## config.mk

```make
export PLATFORM = sky130hd
export DESIGN_NAME = gemm_layer_sequencer
export DESIGN_NICKNAME = d
export VERILOG_FILES = /design/src/rtl/gemm_pkg.sv /design/src/rtl/gemm_loop_counter.sv /design/src/rtl/gemm_layer_sequencer.sv
export SDC_FILE = /design/constraint.sdc
export NUM_CORES = 1
export LEC_CHECK = 0
export CAP_MARGIN = 20
export CORE_AREA = 5 5 147 149
export DETAILED_ROUTE_END_ITERATION = 12
export DIE_AREA = 0 0 152 154
export PLACE_DENSITY = 0.76
export SETUP_SLACK_MARGIN = 0.5
export SLEW_MARGIN = 20
export SYNTH_ARGS = -nofsm -noshare
export SYNTH_HDL_FRONTEND = slang
export SYNTH_HIERARCHICAL = 1
export SYNTH_SLANG_ARGS = --single-unit
```

## constraint.sdc

```tcl
create_clock -name clk -period 3.4 [get_ports clk]
set_input_delay 0.51 -clock clk [delete_from_list [all_inputs] [get_ports clk]]
set_output_delay 0.51 -clock clk [all_outputs]
set_load 0.05 [all_outputs]
```

## src/rtl/gemm_pkg.sv

```systemverilog
// Shared defaults and state encoding for the dense-layer sequencer and its loop counter.
package gemm_pkg;

   localparam int DEF_MAC_COUNT    = 32;
   localparam int DEF_ADDR_WIDTH   = 16;
   localparam int DEF_DIM_WIDTH    = 8;
   localparam int DEF_PIPE_LATENCY = 2;

   // One mask bit per MAC lane.
   localparam int LANE_MASK_W = DEF_MAC_COUNT;

   typedef enum logic [2:0] {
      ST_IDLE,
      ST_ACCUM,
      ST_DRAIN,
      ST_WB,
      ST_DONE
   } seq_state_t;

endpackage

```

## src/rtl/gemm_loop_counter.sv

```systemverilog
// Nested k (input element) / t (output tile) counter with stall-gated advance.
module gemm_loop_counter
   import gemm_pkg::*;
#(
   parameter int DIM_WIDTH = DEF_DIM_WIDTH
) (
   input  logic                 clk,
   input  logic                 reset,
   input  logic                 clear,
   input  logic                 k_en,
   input  logic                 t_en,
   input  logic [DIM_WIDTH-1:0] k_len,
   input  logic [DIM_WIDTH-1:0] t_len,
   output logic [DIM_WIDTH-1:0] k,
   output logic [DIM_WIDTH-1:0] t,
   output logic                 last_k,
   output logic                 last_t
);

   localparam logic [DIM_WIDTH-1:0] ONE = DIM_WIDTH'(1);

   always_ff @(posedge clk or negedge reset) begin
      if (!reset) begin
         k <= '0;
         t <= '0;
      end else if (clear) begin
         k <= '0;
         t <= '0;
      end else if (t_en) begin
         k <= '0;
         t <= t + ONE;
      end else if (k_en) begin
         k <= last_k ? '0 : k + ONE;
      end
   end

   assign last_k = (k == k_len - ONE);
   assign last_t = (t == t_len - ONE);

endmodule

```

## src/rtl/gemm_layer_sequencer.sv

```systemverilog
// Descriptor-driven command sequencer for one dense layer: walks MAC_COUNT-wide output
// tiles, issues fetch/accumulate commands and one writeback strobe per tile.
module gemm_layer_sequencer
   import gemm_pkg::*;
#(
   parameter int MAC_COUNT    = LANE_MASK_W,
   parameter int ADDR_WIDTH   = DEF_ADDR_WIDTH,
   parameter int DIM_WIDTH    = DEF_DIM_WIDTH,
   parameter int PIPE_LATENCY = DEF_PIPE_LATENCY
) (
   input  logic                  clk,
   input  logic                  reset,
   input  logic                  start,
   input  logic [DIM_WIDTH-1:0]  cfg_in_len,
   input  logic [DIM_WIDTH-1:0]  cfg_out_len,
   input  logic [ADDR_WIDTH-1:0] cfg_weight_base,
   input  logic [ADDR_WIDTH-1:0] cfg_bias_base,
   input  logic [ADDR_WIDTH-1:0] cfg_act_in_base,
   input  logic [ADDR_WIDTH-1:0] cfg_act_out_base,
   input  logic                  stall,
   output logic                  busy,
   output logic                  done,
   output logic                  error,
   output logic                  mac_issue,
   output logic                  mac_clear,
   output logic [ADDR_WIDTH-1:0] weight_addr,
   output logic [ADDR_WIDTH-1:0] act_rd_addr,
   output logic                  wb_en,
   output logic [ADDR_WIDTH-1:0] wb_act_addr,
   output logic [ADDR_WIDTH-1:0] wb_bias_addr,
   output logic [MAC_COUNT-1:0]  wb_lane_mask,
   output logic [DIM_WIDTH-1:0]  tile_index
);

   localparam int                    LANE_SHIFT = $clog2(MAC_COUNT);
   localparam int                    DRAIN_W    = $clog2(PIPE_LATENCY + 1);
   localparam logic [DRAIN_W-1:0]    DRAIN_LAST = DRAIN_W'(PIPE_LATENCY - 1);
   localparam logic [ADDR_WIDTH-1:0] ADDR_STEP  = ADDR_WIDTH'(MAC_COUNT);
   localparam logic [DIM_WIDTH-1:0]  LANE_LOW   = DIM_WIDTH'(MAC_COUNT - 1);

   seq_state_t state, state_next;

   // Captured descriptor; only meaningful after an accepted start, so left unreset.
   logic [DIM_WIDTH-1:0]  in_len, out_len, tiles;
   logic [ADDR_WIDTH-1:0] act_in_base, wptr, out_ptr, bias_ptr;

   logic                  err_flag;
   logic [DRAIN_W-1:0]    drain_cnt;
   logic                  capture, k_en, t_en, zero_dim;
   logic [DIM_WIDTH-1:0]  k, t, remaining;
   logic                  last_k, last_t;

   logic                  busy_d, done_d, error_d, issue_d, clear_d, wb_en_d;
   logic [ADDR_WIDTH-1:0] weight_addr_d, act_rd_addr_d, wb_act_addr_d, wb_bias_addr_d;
   logic [MAC_COUNT-1:0]  wb_lane_mask_d;

   function automatic logic [MAC_COUNT-1:0] lane_mask(input logic [DIM_WIDTH-1:0] lanes_left);
      logic [MAC_COUNT-1:0] mask;
      for (int i = 0; i < MAC_COUNT; i++)
         mask[i] = (i < int'(lanes_left));
      return mask;
   endfunction

   assign zero_dim  = (cfg_in_len == '0) || (cfg_out_len == '0);
   assign remaining = out_len - (t << LANE_SHIFT);

   gemm_loop_counter #(
      .DIM_WIDTH (DIM_WIDTH)
   ) u_loop (
      .clk    (clk),
      .reset  (reset),
      .clear  (capture),
      .k_en   (k_en),
      .t_en   (t_en),
      .k_len  (in_len),
      .t_len  (tiles),
      .k      (k),
      .t      (t),
      .last_k (last_k),
      .last_t (last_t)
   );

   always_ff @(posedge clk or negedge reset) begin
      if (!reset)
         state <= ST_IDLE;
      else
         state <= state_next;
   end

   always_comb begin
      state_next     = state;
      capture        = 1'b0;
      k_en           = 1'b0;
      t_en           = 1'b0;
      busy_d         = busy;
      done_d         = 1'b0;
      error_d        = 1'b0;
      issue_d        = 1'b0;
      clear_d        = 1'b0;
      wb_en_d        = 1'b0;
      weight_addr_d  = weight_addr;
      act_rd_addr_d  = act_rd_addr;
      wb_act_addr_d  = wb_act_addr;
      wb_bias_addr_d = wb_bias_addr;
      wb_lane_mask_d = wb_lane_mask;
      case (state)
         ST_IDLE: begin
            if (start) begin
               capture    = 1'b1;
               busy_d     = 1'b1;
               state_next = zero_dim ? ST_DONE : ST_ACCUM;
            end
         end
         ST_ACCUM: begin
            if (!stall) begin
               issue_d       = 1'b1;
               clear_d       = (k == '0);
               weight_addr_d = wptr;
               act_rd_addr_d = act_in_base + ADDR_WIDTH'(k);
               k_en          = 1'b1;
               if (last_k)
                  state_next = ST_DRAIN;
            end
         end
         ST_DRAIN: begin
            if (drain_cnt == DRAIN_LAST)
               state_next = ST_WB;
         end
         ST_WB: begin
            wb_en_d        = 1'b1;
            wb_act_addr_d  = out_ptr;
            wb_bias_addr_d = bias_ptr;
            wb_lane_mask_d = lane_mask(remaining);
            if (last_t) begin
               state_next = ST_DONE;
            end else begin
               t_en       = 1'b1;
               state_next = ST_ACCUM;
            end
         end
         ST_DONE: begin
            done_d     = 1'b1;
            error_d    = err_flag;
            busy_d     = 1'b0;
            state_next = ST_IDLE;
         end
         default: state_next = ST_IDLE;
      endcase
   end

   // Tile count is a ceil built from shift plus remainder test, so N near 2^DIM_WIDTH cannot overflow.
   always_ff @(posedge clk) begin
      if (capture) begin
         in_len      <= cfg_in_len;
         out_len     <= cfg_out_len;
         tiles       <= (cfg_out_len >> LANE_SHIFT) + DIM_WIDTH'(|(cfg_out_len & LANE_LOW));
         act_in_base <= cfg_act_in_base;
         wptr        <= cfg_weight_base;
         out_ptr     <= cfg_act_out_base;
         bias_ptr    <= cfg_bias_base;
      end else begin
         if (k_en)
            wptr <= wptr + ADDR_STEP;
         if (t_en) begin
            out_ptr  <= out_ptr + ADDR_STEP;
            bias_ptr <= bias_ptr + ADDR_STEP;
         end
      end
   end

   always_ff @(posedge clk or negedge reset) begin
      if (!reset) begin
         err_flag  <= 1'b0;
         drain_cnt <= '0;
      end else begin
         if (capture)
            err_flag <= zero_dim;
         drain_cnt <= (state == ST_DRAIN) ? drain_cnt + DRAIN_W'(1) : '0;
      end
   end

   // Output stage: every command the datapath sees comes straight from a flop.
   always_ff @(posedge clk or negedge reset) begin
      if (!reset) begin
         busy         <= 1'b0;
         done         <= 1'b0;
         error        <= 1'b0;
         mac_issue    <= 1'b0;
         mac_clear    <= 1'b0;
         weight_addr  <= '0;
         act_rd_addr  <= '0;
         wb_en        <= 1'b0;
         wb_act_addr  <= '0;
         wb_bias_addr <= '0;
         wb_lane_mask <= '0;
         tile_index   <= '0;
      end else begin
         busy         <= busy_d;
         done         <= done_d;
         error        <= error_d;
         mac_issue    <= issue_d;
         mac_clear    <= clear_d;
         weight_addr  <= weight_addr_d;
         act_rd_addr  <= act_rd_addr_d;
         wb_en        <= wb_en_d;
         wb_act_addr  <= wb_act_addr_d;
         wb_bias_addr <= wb_bias_addr_d;
         wb_lane_mask <= wb_lane_mask_d;
         tile_index   <= t;
      end
   end

endmodule

```

==> results of run 1 <==
==> metal layers <==
layer,wire (um),share of wire (%),vias to the layer above
met5,0,0,-
met3,1340,5.6,36
met4,557,2.3,0
li1,-,-,3557
met2,12000,50,232
met1,10200,42,3535
==> cells in the final DEF (no fill, tap or decap), types with 14 or more instances in the layout <==
| master | netlist | routed |
|---|---|---|
| a21oi_1 | 28 | 28 |
| clkbuf_16 | 0 | 25 |
| nor2_1 | 51 | 49 |
| edfxtp_1 | 84 | 84 |
| xor2_1 | 36 | 36 |
| nand3_1 | 28 | 28 |
| conb_1 | 1 | 14 |
| and3_1 | 15 | 15 |
| ha_1 | 19 | 19 |
| o21ai_0 | 53 | 53 |
| nand2_1 | 229 | 229 |
| xnor2_1 | 38 | 38 |
| clkdlybuf4s50_1 | 0 | 192 |
| and2_1 | 17 | 17 |
| dfrtp_1 | 132 | 132 |
==> cells in the mapped netlist, drive strengths merged, types with 17 or more instances <==
cell type	n	area, um^2
nor2	51	191
o21ai	65	325
nand3	28	140
a21oi	37	219
ha	19	238
and2	17	106
clkbuf	21	80.1
edfxtp	84	2520
dfrtp	132	3300
xnor2	38	333
buf	25	151
nand2	230	866
xor2	36	315
==> final timing paths <==
kind                       cells past startpoint               to  slack [ns]    startpoint
max in group asynchronous                      2  wb_act_addr[14]        2.60         reset
min                                            1   weight_addr[3]       -0.02         reset
max reg2reg                                   12      u_loop/k[2]        0.66      tiles[0]
min in group clk                               1     drain_cnt[0]        0.43  drain_cnt[0]
max                                           12      u_loop/k[2]        0.66      tiles[0]
min reg2reg                                    1     drain_cnt[0]        0.43  drain_cnt[0]
==> power groups by stage <==
stage	logic, mW	registers (mW)	clock network [mW]
after floorplan	1.27	5.87	0
after global placement	4.49	4.21	0
after detailed placement	4.57	4.24	0
after CTS	4.58	4.20	2.65
after global routing	4.83	4.31	2.77
final	4.54	4.20	2.59
==> layout make-up <==
class                      instances  area (um^2)
fill                            1610         7160
sequential                       216         5830
timing repair buffer             209         2090
inverter                          15         56.3
tap                              270          338
clock inverter                    13          149
multi-input combinational        660         3770
clock buffer                      31          648
==> cell families (layout without fill, tap and decap cells) <==
logic type / after synthesis / count (layout) / share of synthesized area [%]
compound gates: 147 / 147 / 9.12
xor+xnor: 74 / 74 / 6.61
fa+ha+maj: 21 / 21 / 2.83
buf+inv: 61 / 268 / 2.93
flops: 216 / 216 / 59.4
mux: 6 / 6 / 0.676
other cells: 1 / 14 / 0.0382
simple gates: 398 / 398 / 18.4
==> what timing repair did <==
action | in CTS | in global routing
hold buffers | 0 | 0
gates resized for setup | 0 | 3
endpoints found under the setup margin | 0 | 3
buffers inserted | 0 | 1
==> run metrics, run 1 <==
outcome finished with violations; failing checks negative hold slack; core area between 0.02 and 0.025 mm^2; MaxCap Viol Count 0; number of synthesized register bits 216; Hold WS -0.0181 ns; vias in the first global route between 7000 and 8000; Flop pwr share between 30% and 40%; Congestion Overflow GR 0; post-route clock period utilization between 80% and 90%; sw power between 4 and 5 mW; flip-flop count of the largest register after layout 32; EDFF count, synth 84; Die Area approximately 0.023 mm^2; Final Max Tran Viols 0; largest net degree at the start of global routing 87; initial core utilization about 49%; Peak supply drop between 500 and 600 uV; final core utilization between 60% and 70%; max incr delay on CP between 0.5 and 0.6 ns; PwrDens 880 mW/mm^2; RSZ-0062 raised after global routing false; nets@finish 1231; Setup TNS 0 ns; final WL around 24 mm; CP arrival around 3.2 ns; CP cell instances or4_4 -> nor2_2 -> nand3_1 -> a2111oi_4 -> nor2_2 -> buf_4 -> nor2_1 -> buf_4 -> o21ai_0 -> a31oi_1 -> o21ai_0 -> a21oi_1; FMAX ~370 MHz; # setup viols final 0; vias per inst 5.21; CTS tree built; Placer Congestion roughly 0.8; static leakage approximately 5.3 nW; Slew HR 54.7%; dpl cells approximately 1400; critical-path maximum fanout 9; initial antenna violation count 0; area growth from synthesis to layout 31.3%; Pwr Total around 11 mW; fin worst setup slack 0.663 ns; Worst-Margin Slew between 0.6 and 0.7 ns; met3 Use GR around 3.3%; Die Ht roughly 150 um; Mapped Cells between 900 and 1000; Post-Layout Cell Count ~1400; remaining antenna violation count after routing 0; count of input and output buffers 193; clk_lat worst skew roughly 0.50 ns; Comb power frac around two fifths; delay-heaviest family, CP simple AND/OR/NAND/NOR gates; detailed router's first-iteration violation count approximately 430; GR peak layer met2; Reg with most FFs wb_lane_mask; cell area after layout 0.0129 mm^2; num rows between 50 and 60; CP Buf/Inv Count 2; die width 152 um; power share of the clock group roughly 23%; CTS sink cnt ~220; crit path capture type flip-flop; CTS buffer count 24; Warnings, synthesis 6; met2 Usage GRT 34.4%; minimum clock period around 2.7 ns; vias roughly 7400; worst-path cell with the longest stage delay or4_4; Hold Path Class in -> async; Max Clock Skew ~0.0070 ns; element type at the critical path start flip-flop; crit path kind reg -> reg; Root Buffer clkbuf_16; Internal Power 6.73 mW; Post-synth top flop dfrtp_1; Routed wire per std cell 17.0 um; first-pass GRT wire length around 40 mm; CTS H-Tree Depth 1; worst slack at placement between 0.5 and 0.6 ns; critical path required time about 3.8 ns; GRT met1 Usage a little over a quarter; Worst-path clk slew approximately 0.060 ns; switching share of power 40.6%; DR pass1 iterations 5; diode count 0; GRT Util Overall 20.3%; placed inst area between 0.01 and 0.015 mm^2; post-synthesis cell type count between 60 and 70; fraction of layout cells with a size suffix above 1 roughly 7.3%; Synth Area per Inst roughly 11 um^2; DPL Wire Length approximately 17 mm; DR DRC count 0; share of flip-flops with an asynchronous set or reset 61.1%; Post-Syn Area a little under 0.01 mm^2; Final Hold Viols 5; Seq/Total Area, Yosys ~60%; I/O pin count 194; CTS max path bufs 3
Note: power is estimated with default switching activity, not from simulation.
==> run 2, diff against run 1 <==
==> constraint.sdc (replaced) <==
create_clock -name clk -period 2.8 [get_ports clk]
set_input_delay 0.42 -clock clk [delete_from_list [all_inputs] [get_ports clk]]
set_output_delay 0.42 -clock clk [all_outputs]
set_load 0.05 [all_outputs]
==> run 2 against run 1 <==
Compared with the run above: the flow now finishes without violations; non-clock buffer count increased by 22; register-to-register slack got worse by 0.47 ns; setup slack got worse by 0.47 ns; clock-buffer cell count increased by 4; flip-flop and latch count unchanged; critical endpoint is now u_loop/t[7]; clock power increased by 15%; sequential power increased by 21%; cell count increased by 1.6%.
==> run metrics, run 2 (synthesis gave the netlist of run 1 again) <==
outcome complete, no violations; Hold WS 0.435 ns (+0.453 ns); element type at the critical path start flip-flop; CTS tree built; Multi-input gate area 0.00398 mm^2 (+5.7%); CTS buffer count 23 (-4.2%); area growth from synthesis to layout 35.2%; CP arrival 3.04 ns (-0.12 ns); Storage cell area 0.00583 mm^2 (about the same); largest net degree at the start of global routing 60 (-31%); Die Ht 154 um (unchanged); I/O pin count 194 (unchanged); flip-flop count of the largest register after layout 32 (unchanged); critical-path maximum fanout 4 (-5); Max Clock Skew 0.00881 ns (+0.00177 ns); Final Max Tran Viols 0 (unchanged); MaxCap Viol Count 0 (unchanged); Placer Congestion 0.875 (+8.1%); dpl cells 1377 (+0.58%); Worst-Margin Slew 0.719 ns (+0.0404 ns); static leakage 5.43 nW (+2.8%); die width 152 um (unchanged); Root Buffer clkbuf_16; cell area after layout 0.0133 mm^2 (+3.0%); most frequent cells in the layout 224 x nand2_1, 192 x clkdlybuf4s50_1, 131 x dfrtp_1, 84 x edfxtp_1, 49 x nor2_1; core area 0.0200 mm^2 (unchanged); Die Area 0.0234 mm^2 (unchanged); fillers 1570 (-2.5%); num rows 52 (unchanged); Routed wire per std cell 16.2 um (-5.0%); detailed router's first-iteration violation count 458 (+7.0%); vias in the first global route 7522 (+0.91%); fin worst setup slack 0.189 ns (-0.474 ns); vias 7406 (+0.63%); most common cell after layout, fill and taps aside nand2_1; critical path required time 3.23 ns (-0.59 ns); final core utilization 66.2% (+1.9 points); CTS sink cnt 216 (unchanged); Slew HR 51.8% (-2.9 points); DPL Wire Length 16.0 mm (-6.9%); PwrDens 1040 mW/mm^2 (+18%); DR DRC count 0 (unchanged); Post-Layout Cell Count 1437 (+1.6%); Reg with most FFs wb_lane_mask; Pwr Total 13.7 mW (+21%); GRT Util Overall 19.2% (-1.0 points); # setup viols final 0 (unchanged); CTS H-Tree Depth 1 (unchanged); Setup TNS 0 ns (unchanged); minimum clock period 2.61 ns (-0.126 ns); remaining antenna violation count after routing 0 (unchanged); DR pass1 iterations 5 (unchanged); final WL 23.3 mm (-3.5%); CTS max path bufs 3 (unchanged); Final Hold Viols 0 (-5); count of input and output buffers 193 (unchanged); crit path capture type flip-flop; crit path kind reg -> reg; fraction of layout cells with a size suffix above 1 11.3% (+4.1 points); nets@finish 1255 (+1.9%); RSZ-0062 raised after global routing true; initial core utilization 48.9% (unchanged); FMAX 383 MHz (+4.8%); post-route clock period utilization 93.3% (+13 points); first-pass GRT wire length 37.7 mm (-4.0%); diode count 0 (unchanged); Peak supply drop 697 uV (+36%); vias per inst 5.15 (-0.99%); placed inst area 0.0122 mm^2 (+1.1%); Worst-path clk slew 0.06 ns (about the same); Congestion Overflow GR 0 (unchanged); Hold Path Class reg -> reg; worst slack at placement 0.00640 ns (-0.544 ns); clk_lat worst skew 0.50 ns (about the same); initial antenna violation count 0 (unchanged)
[run 2: cell count changes in the layout (fill, tap and decap cells not counted), moves of 3 or more]
cell     previous run  this run
buf_4              13        27
a21oi_1            28        20
a21oi_2             9        17
or2_4               0         6
nand2_1           229       224
o21ai_0            53        48
o21ai_1            12        17
buf_6               1         5
nand2_4             0         3
nand3_1            28        25
nand3_2             0         3
or2_2               6         3
[run 2: layout make-up]
| cell class | count | share of cell area (%) |
|---|---|---|
| timing repair buffer | 231 | 17.4 |
| inverter | 15 | 0.444 |
| clock inverter | 7 | 0.462 |
| tap | 270 | 2.55 |
| sequential | 216 | 44.0 |
| multi-input combinational | 663 | 30.0 |
| clock buffer | 35 | 5.15 |
[run 2: final timing paths]
check | from | end | slack (ns) | depth (start not counted)
max | tiles[3] | u_loop/t[7] | 0.19 | 10
min | wptr[3] | weight_addr[3] | 0.44 | 2
max reg2reg | tiles[3] | u_loop/t[7] | 0.19 | 10
min reg2reg | wptr[3] | weight_addr[3] | 0.44 | 2
max in group asynchronous | reset | wb_act_addr[11] | 1.65 | 3
min in group asynchronous | reset | mac_issue | 0.45 | 2
[run 2: critical path, stage by stage (launching register included)]
cell and delay (ns):
edfxtp_1 0.42, or4_4 0.59, nor2_4 0.13, xnor2_1 0.07
o211ai_1 0.26, a2111oi_4 0.13, nor2_1 0.15, buf_4 0.16
nand4_1 0.13, or3_1 0.38, a21oi_2 0.13
[run 2: layer usage]
metal  up-vias  part of all wire (%)  track usage (%)
li1       3600                     -                -
met1      3563                    44             25.8
met2       202                    48             32.2
met3        41                   5.0             3.26
met4         0                   2.4             6.04
met5         -                     0                0
[run 2: power by group]
part | internal, mW | switching [mW]
clock network | 1.78 | 1.19
registers | 4.39 | 0.690
logic | 1.97 | 3.72
total | 8.14 | 5.60
[run 2: timing repair]
item | in CTS | in global routing
pin swaps | 9 | 13
hold endpoints to repair | 53 | 0
setup endpoints to repair | 48 | 90
resized for setup | 23 | 30
hold buffers | 1 | 0
gates cloned | 2 | 1
setup buffers | 10 | 4
==> run 3, diff against run 2 <==
--- a/config.mk
+++ b/config.mk
@@ -9,7 +9,7 @@
 export CORE_AREA = 5 5 147 149
 export DETAILED_ROUTE_END_ITERATION = 12
 export DIE_AREA = 0 0 152 154
-export PLACE_DENSITY = 0.76
+export PLACE_DENSITY = 0.87
 export SETUP_SLACK_MARGIN = 0.5
 export SLEW_MARGIN = 20
 export SYNTH_ARGS = -nofsm -noshare
==> run 3 against run 2 <==
Compared with the run above: the flow now finishes with violations (negative hold slack); clock power increased by 9.1%; clock skew increased by 0.0089 ns; wire length increased by 4.2%; critical endpoint unchanged; largest power group unchanged; highest routed layer unchanged.
==> run metrics, run 3 (synthesis gave the netlist of run 1 again) <==
outcome finished with violations; failing checks negative hold slack; most frequent cells in the layout 229 x nand2_1, 192 x clkdlybuf4s50_1, 131 x dfrtp_1, 84 x edfxtp_1, 49 x o21ai_0; worst reg-to-reg setup slack 0.33 ns (+0.14 ns); Hold-fix buffers, CTS 0 (-1); Reg with most FFs wb_lane_mask; initial core utilization 48.9% (unchanged); crit path capture type flip-flop; flip-flop count of the largest register after layout 32 (unchanged); Peak supply drop 740 uV (+6.2%); first-pass GRT wire length 39.2 mm (+3.9%); DR pass1 iterations 5 (unchanged); die width 152 um (unchanged); r2r startpoint tiles[3]; final WL 24.3 mm (+4.2%); CP arrival 2.90 ns (-0.14 ns); Hold Path Class in -> async; Worst R2R Path Depth 10 (unchanged); Post-Layout Cell Count 1434 (-0.21%); Final Max Tran Viols 0 (unchanged); detailed router's first-iteration violation count 405 (-12%); Congestion Overflow GR 0 (unchanged); DPL Wire Length 16.2 mm (+1.3%); Worst-Margin Slew 0.831 ns (+0.111 ns); GRT Util Overall 20.1% (+0.87 points); PwrDens 1060 mW/mm^2 (+2.3%); critical path required time 3.23 ns (about the same); Slew HR 44.6% (-7.2 points); Routed wire per std cell 16.9 um (+4.4%); RSZ-0062 raised after global routing true; CTS max path bufs 3 (unchanged); vias in the first global route 7794 (+3.6%); largest net degree at the start of global routing 85 (+42%); CTS tree built; nets@finish 1251 (-0.32%); MaxCap Viol Count 0 (unchanged); count of input and output buffers 193 (unchanged); CTS H-Tree Depth 1 (unchanged); Setup TNS 0 ns (unchanged); Hold WS -0.0276 ns (-0.463 ns); DR DRC count 0 (unchanged); Root Buffer clkbuf_16; Pwr Total 14.0 mW (+1.9%); I/O pin count 194 (unchanged); minimum clock period 2.47 ns (-0.143 ns); CTS buffer count 24 (+4.3%); vias 7558 (+2.1%); RR Endpoint u_loop/t[7]; Die Ht 154 um (unchanged); FMAX 405 MHz (+5.8%); fraction of layout cells with a size suffix above 1 10.7% (-0.57 points); # setup viols final 0 (unchanged); critical-path maximum fanout 4 (unchanged); most common cell after layout, fill and taps aside nand2_1; diode count 0 (unchanged); dpl cells 1375 (-0.15%); crit path kind reg -> reg; CTS sink cnt 216 (unchanged); static leakage 5.44 nW (+0.18%); Placer Congestion 0.818 (-6.4%); clk_lat worst skew 0.51 ns (about the same); Final Hold Viols 17 (+17); vias per inst 5.27 (+2.3%); area growth from synthesis to layout 34.6%; num rows 52 (unchanged); initial antenna violation count 0 (unchanged); Die Area 0.0234 mm^2 (unchanged); Max Clock Skew 0.0177 ns (+0.00894 ns); Worst-path clk slew 0.06 ns (about the same); post-route clock period utilization 88.1% (-5.1 points); remaining antenna violation count after routing 0 (unchanged); element type at the critical path start flip-flop; core area 0.0200 mm^2 (unchanged)
-- run 3: cell types whose count changed in the layout (fill, tap and decap cells not counted), sizes merged --
cell,delta
clkbuf,+2
inv,-1
clkinv,+1
dlygate4sd3,-1
buf,-4
-- run 3: worst max path at each step --
stage          startpoint     endpoint  slack, ns
2_1_floorplan    state[1]  u_loop/k[7]       0.50
3_3_place_gp     tiles[1]  u_loop/t[5]       0.18
3_5_place_dp     tiles[1]  u_loop/t[7]       0.06
4_1_cts          tiles[3]  u_loop/t[7]       0.30
5_1_grt          tiles[3]  u_loop/t[7]       0.22
6_report         tiles[3]  u_loop/t[7]       0.33
-- run 3: final cells by class --
| class | instances | area, um^2 |
|---|---|---|
| Fill cell | 1570 | 6840 |
| Sequential cell | 216 | 5830 |
| Multi-Input combinational cell | 663 | 3920 |
| Timing Repair Buffer | 226 | 2220 |
| Clock buffer | 37 | 773 |
| Tap cell | 270 | 338 |
| Clock inverter | 7 | 62.6 |
| Inverter | 15 | 58.8 |
-- run 3: repair_timing --
action / in CTS / in global routing
pin swaps: 10 / 9
buffers inserted: 9 / 3
gates cloned: 2 / 1
setup endpoints to repair: 47 / 52
resized for setup: 12 / 20
-- run 3: power by group --
part | switching, mW | internal, mW | leakage, nW
Combinational | 3.73 | 1.94 | 2.60
Clock | 1.25 | 1.99 | 0.416
Sequential | 0.696 | 4.39 | 2.42
-- run 3: metal layers --
metal | vias to the layer above | GRT usage (%) | part of all wire [%]
li1 | 3600 | - | -
met5 | - | 0 | 0
met3 | 52 | 2.78 | 4.9
met2 | 236 | 36.5 | 52
met1 | 3670 | 24.7 | 40
met4 | 0 | 6.89 | 3.0
-- run 3: stage by stage --
step | util (%) | setup WS, ns | instance area, um^2
after global routing | 65.9 | 0.217 | 13200
after detailed placement | 60.6 | 0.0571 | 12100
after global placement | 60.6 | 0.182 | 12100
final | 65.9 | 0.332 | 13200
after floorplan | - | 0.505 | 9910
after CTS | 65.3 | 0.295 | 13100
-- run 3: critical path, stage by stage, from the launching register on --
cell       delay (ns)
edfxtp_1         0.38
or4_4            0.58
nor2_4           0.11
xnor2_1          0.07
o211ai_1         0.26
a2111oi_4        0.12
nor2_2           0.13
buf_6            0.14
nand4_1          0.11
or3_1            0.35
a21oi_2          0.14
==> patch: new RTL, config.mk and constraints of run 2 <==
Make the reset (`reset`) synchronous in 4 clocked blocks.
--- a/src/rtl/gemm_loop_counter.sv
+++ b/src/rtl/gemm_loop_counter.sv
@@ -19,7 +19,7 @@
 
    localparam logic [DIM_WIDTH-1:0] ONE = DIM_WIDTH'(1);
 
-   always_ff @(posedge clk or negedge reset) begin
+   always_ff @(posedge clk) begin
       if (!reset) begin
          k <= '0;
          t <= '0;
--- a/src/rtl/gemm_layer_sequencer.sv
+++ b/src/rtl/gemm_layer_sequencer.sv
@@ -80,7 +80,7 @@
       .last_t (last_t)
    );
 
-   always_ff @(posedge clk or negedge reset) begin
+   always_ff @(posedge clk) begin
       if (!reset)
          state <= ST_IDLE;
       else
@@ -168,7 +168,7 @@
       end
    end
 
-   always_ff @(posedge clk or negedge reset) begin
+   always_ff @(posedge clk) begin
       if (!reset) begin
          err_flag  <= 1'b0;
          drain_cnt <= '0;
@@ -180,7 +180,7 @@
    end
 
    // Output stage: every command the datapath sees comes straight from a flop.
-   always_ff @(posedge clk or negedge reset) begin
+   always_ff @(posedge clk) begin
       if (!reset) begin
          busy         <= 1'b0;
          done         <= 1'b0;
Function: differs if reset is asserted again (counterexample within 4 cycles, from zero or initial values and one cycle with reset low); with reset held inactive, the same outputs for 4 cycles.
==> patch against run 2 <==
  * Non-clock buffer count is 8 lower
  * Synthesized area decreased by 3.3%
  * Cell count is 1.9% higher
  * Global-route usage increased by 1.4 points
  * Highest routed layer is now met5
  * Synthesized cell count up 5.2%
  * Sequential cell count unchanged
  * Design area decreased by 3.5%
  * Routed wire length up 9.3%
  * Utilization shrank 2.3 points
  * Worst setup slack got worse by 37 ps
Power is not compared: it rests on default switching activity, and its combinational part moved more than twofold at a synthesized area within 25%.
==> patch: results (changes against run 2) <==
[synth]
synth_enable_flop_cells = 84  ; unchanged
netlist_top_cells_area = dfxtp_1 (28%), edfxtp_1 (27%), nand2_1 (7.0%), a21oi_1 (4.9%), o21ai_0 (3.5%)  ; was dfrtp_1 (34%), edfxtp_1 (26%), nand2_1 (8.8%), xnor2_1 (3.4%), xor2_1 (3.2%)
yosysSeqAreaShare_pct = 54.5  ; was 59.4%
synth_common_cells = nand2_1 (178), dfxtp_1 (132), a21oi_1 (93)  ; was nand2_1 (229), dfrtp_1 (132), edfxtp_1 (84)
yosysWarnings = 6  ; unchanged
synth.distinct_cells = 73  ; was 63
synth-async-reset-ratio_pct = 0  ; was 61.1%
netlist_instances = 972  ; was 924
ys.flop_type = dfxtp_1  ; was dfrtp_1

[detailed_routing]
firstDrtPassIters = 5  ; unchanged
vias = 7917  ; was 7406
drtIter0Drc = 484  ; was 458
wl_per_cell_um = 17.4  ; was 16.2 um
vias_per_cell = 5.41  ; was 5.15

[final_layout]
regMostFlops = wb_lane_mask  ; unchanged
diodes = 0  ; unchanged
nets = 1283  ; was 1255
drive_gt1_share_pct = 10.6  ; was 11.3%
largest_reg_flops = 32  ; unchanged

[power]
ir_drop_v = 0.000453
leakage_nw = 4.60

[worst_setup_path]
cp_max_fo = 5  ; was 4
critPathArrivalTime_ps = 3080  ; was 3040 ps

[placed_design]
post-place-ws_ps = -8.74  ; was 6.40 ps
dpl-instance-area_sq_um = 11800  ; was 12200 sq um
gp_congestion = 0.834  ; was 0.875
placement.io_buffers = 193  ; unchanged
dp_hpwl_um = 17700  ; was 16000 um
placedCellCount = 1413  ; was 1377

[clock_network]
clk_path_buf_depth = 3  ; unchanged
cts_root_buffer = clkbuf_16  ; unchanged
cts_buffers = 23  ; unchanged
htreeDepth = 1  ; unchanged
path_clk_slew_ps = 60  ; about the same
clock_insertion_delay_worst_skew_ps = 500  ; about the same

[global_route]
grt_pass1_vias = 7784  ; was 7522
grt_max_degree = 74  ; was 60
track_usage_pct = 20.6  ; was 19.2%
antenna_found_initial = 1  ; was 0
grt_pass1_wl_um = 40100  ; was 37700 um

[min_path]
worstHoldPathType = reg -> reg  ; unchanged

[run_status]
status = completed  ; unchanged

[sta]
slew_violations = 0  ; unchanged
maxSlewHeadroom_pct = 60.2  ; was 51.8%
fin_worst_skew_ps = 10.6  ; was 8.81 ps

## patch: worst max-delay path: stages (launching register included)
cell and delay (ps):
edfxtp_1 420, or4_1 590, nor4_2 200, xnor2_1 210, nor4_4 90, buf_4 150, nor2_4 150, nand4_1 240
or3_1 400, a21oi_1 140
## patch: path summary, 6_finish.rpt
check / cells past startpoint / to / slack, ps / from
min: 1 / drain_cnt[0]$_SDFF_PN0_ / 420 / drain_cnt[0]$_SDFF_PN0_
max reg2reg: 9 / u_loop/t[7]$_SDFFE_PP0P_ / 150 / tiles[1]$_DFFE_PP_
max: 9 / u_loop/t[7]$_SDFFE_PP0P_ / 150 / tiles[1]$_DFFE_PP_
min reg2reg: 1 / drain_cnt[0]$_SDFF_PN0_ / 420 / drain_cnt[0]$_SDFF_PN0_
## patch: what timing repair did
| item | CTS | global route |
|---|---|---|
| resized for setup | 17 | 19 |
| hold endpoints to repair | 0 | 0 |
| hold buffers | 0 | 0 |
| buffers inserted | 7 | 1 |
| pin swaps | 14 | 12 |
| cloned | 2 | 0 |
| endpoints found under the setup margin | 52 | 96 |
## patch: metal layers
layer	track usage [%]	wire length [um]
met1	26.2	10700
met2	35.4	12400
met3	3.91	1640
met4	6.93	723
met5	0	12
## patch: kinds of logic after synthesis
logic type | share of synthesized area (%)
AND/OR/NAND/NOR | 19.6
AO/OA/AOI/OAI | 13.6
flip-flops | 54.5
buffers and inverters | 3.24
XOR/XNOR | 6.05
adder cells (fa/ha/maj) | 2.93
other | 0.0395
multiplexers | 0.106
## patch: where the power goes
part           switching (mW)  total [mW]  internal, mW
Combinational           0.446       0.784         0.338
Clock                    1.20        2.88          1.68
Sequential              0.125        3.58          3.45
## patch: final cells by class
cell class                      count  area [sq um]
Inverter                           19          72.6
Clock inverter                      5          28.8
Timing Repair Buffer              223          2190
Tap cell                          270           338
Clock buffer                       36           686
Fill cell                        1698          7250
Multi-Input combinational cell    695          4310
Sequential cell                   216          5160
## patch: stage by stage
step	hold WS, ps	setup TNS [ps]
finish	420	0
global placement	403	0
detailed placement	415	-8.74
CTS	423	0
floorplan	396	0
global route	432	0
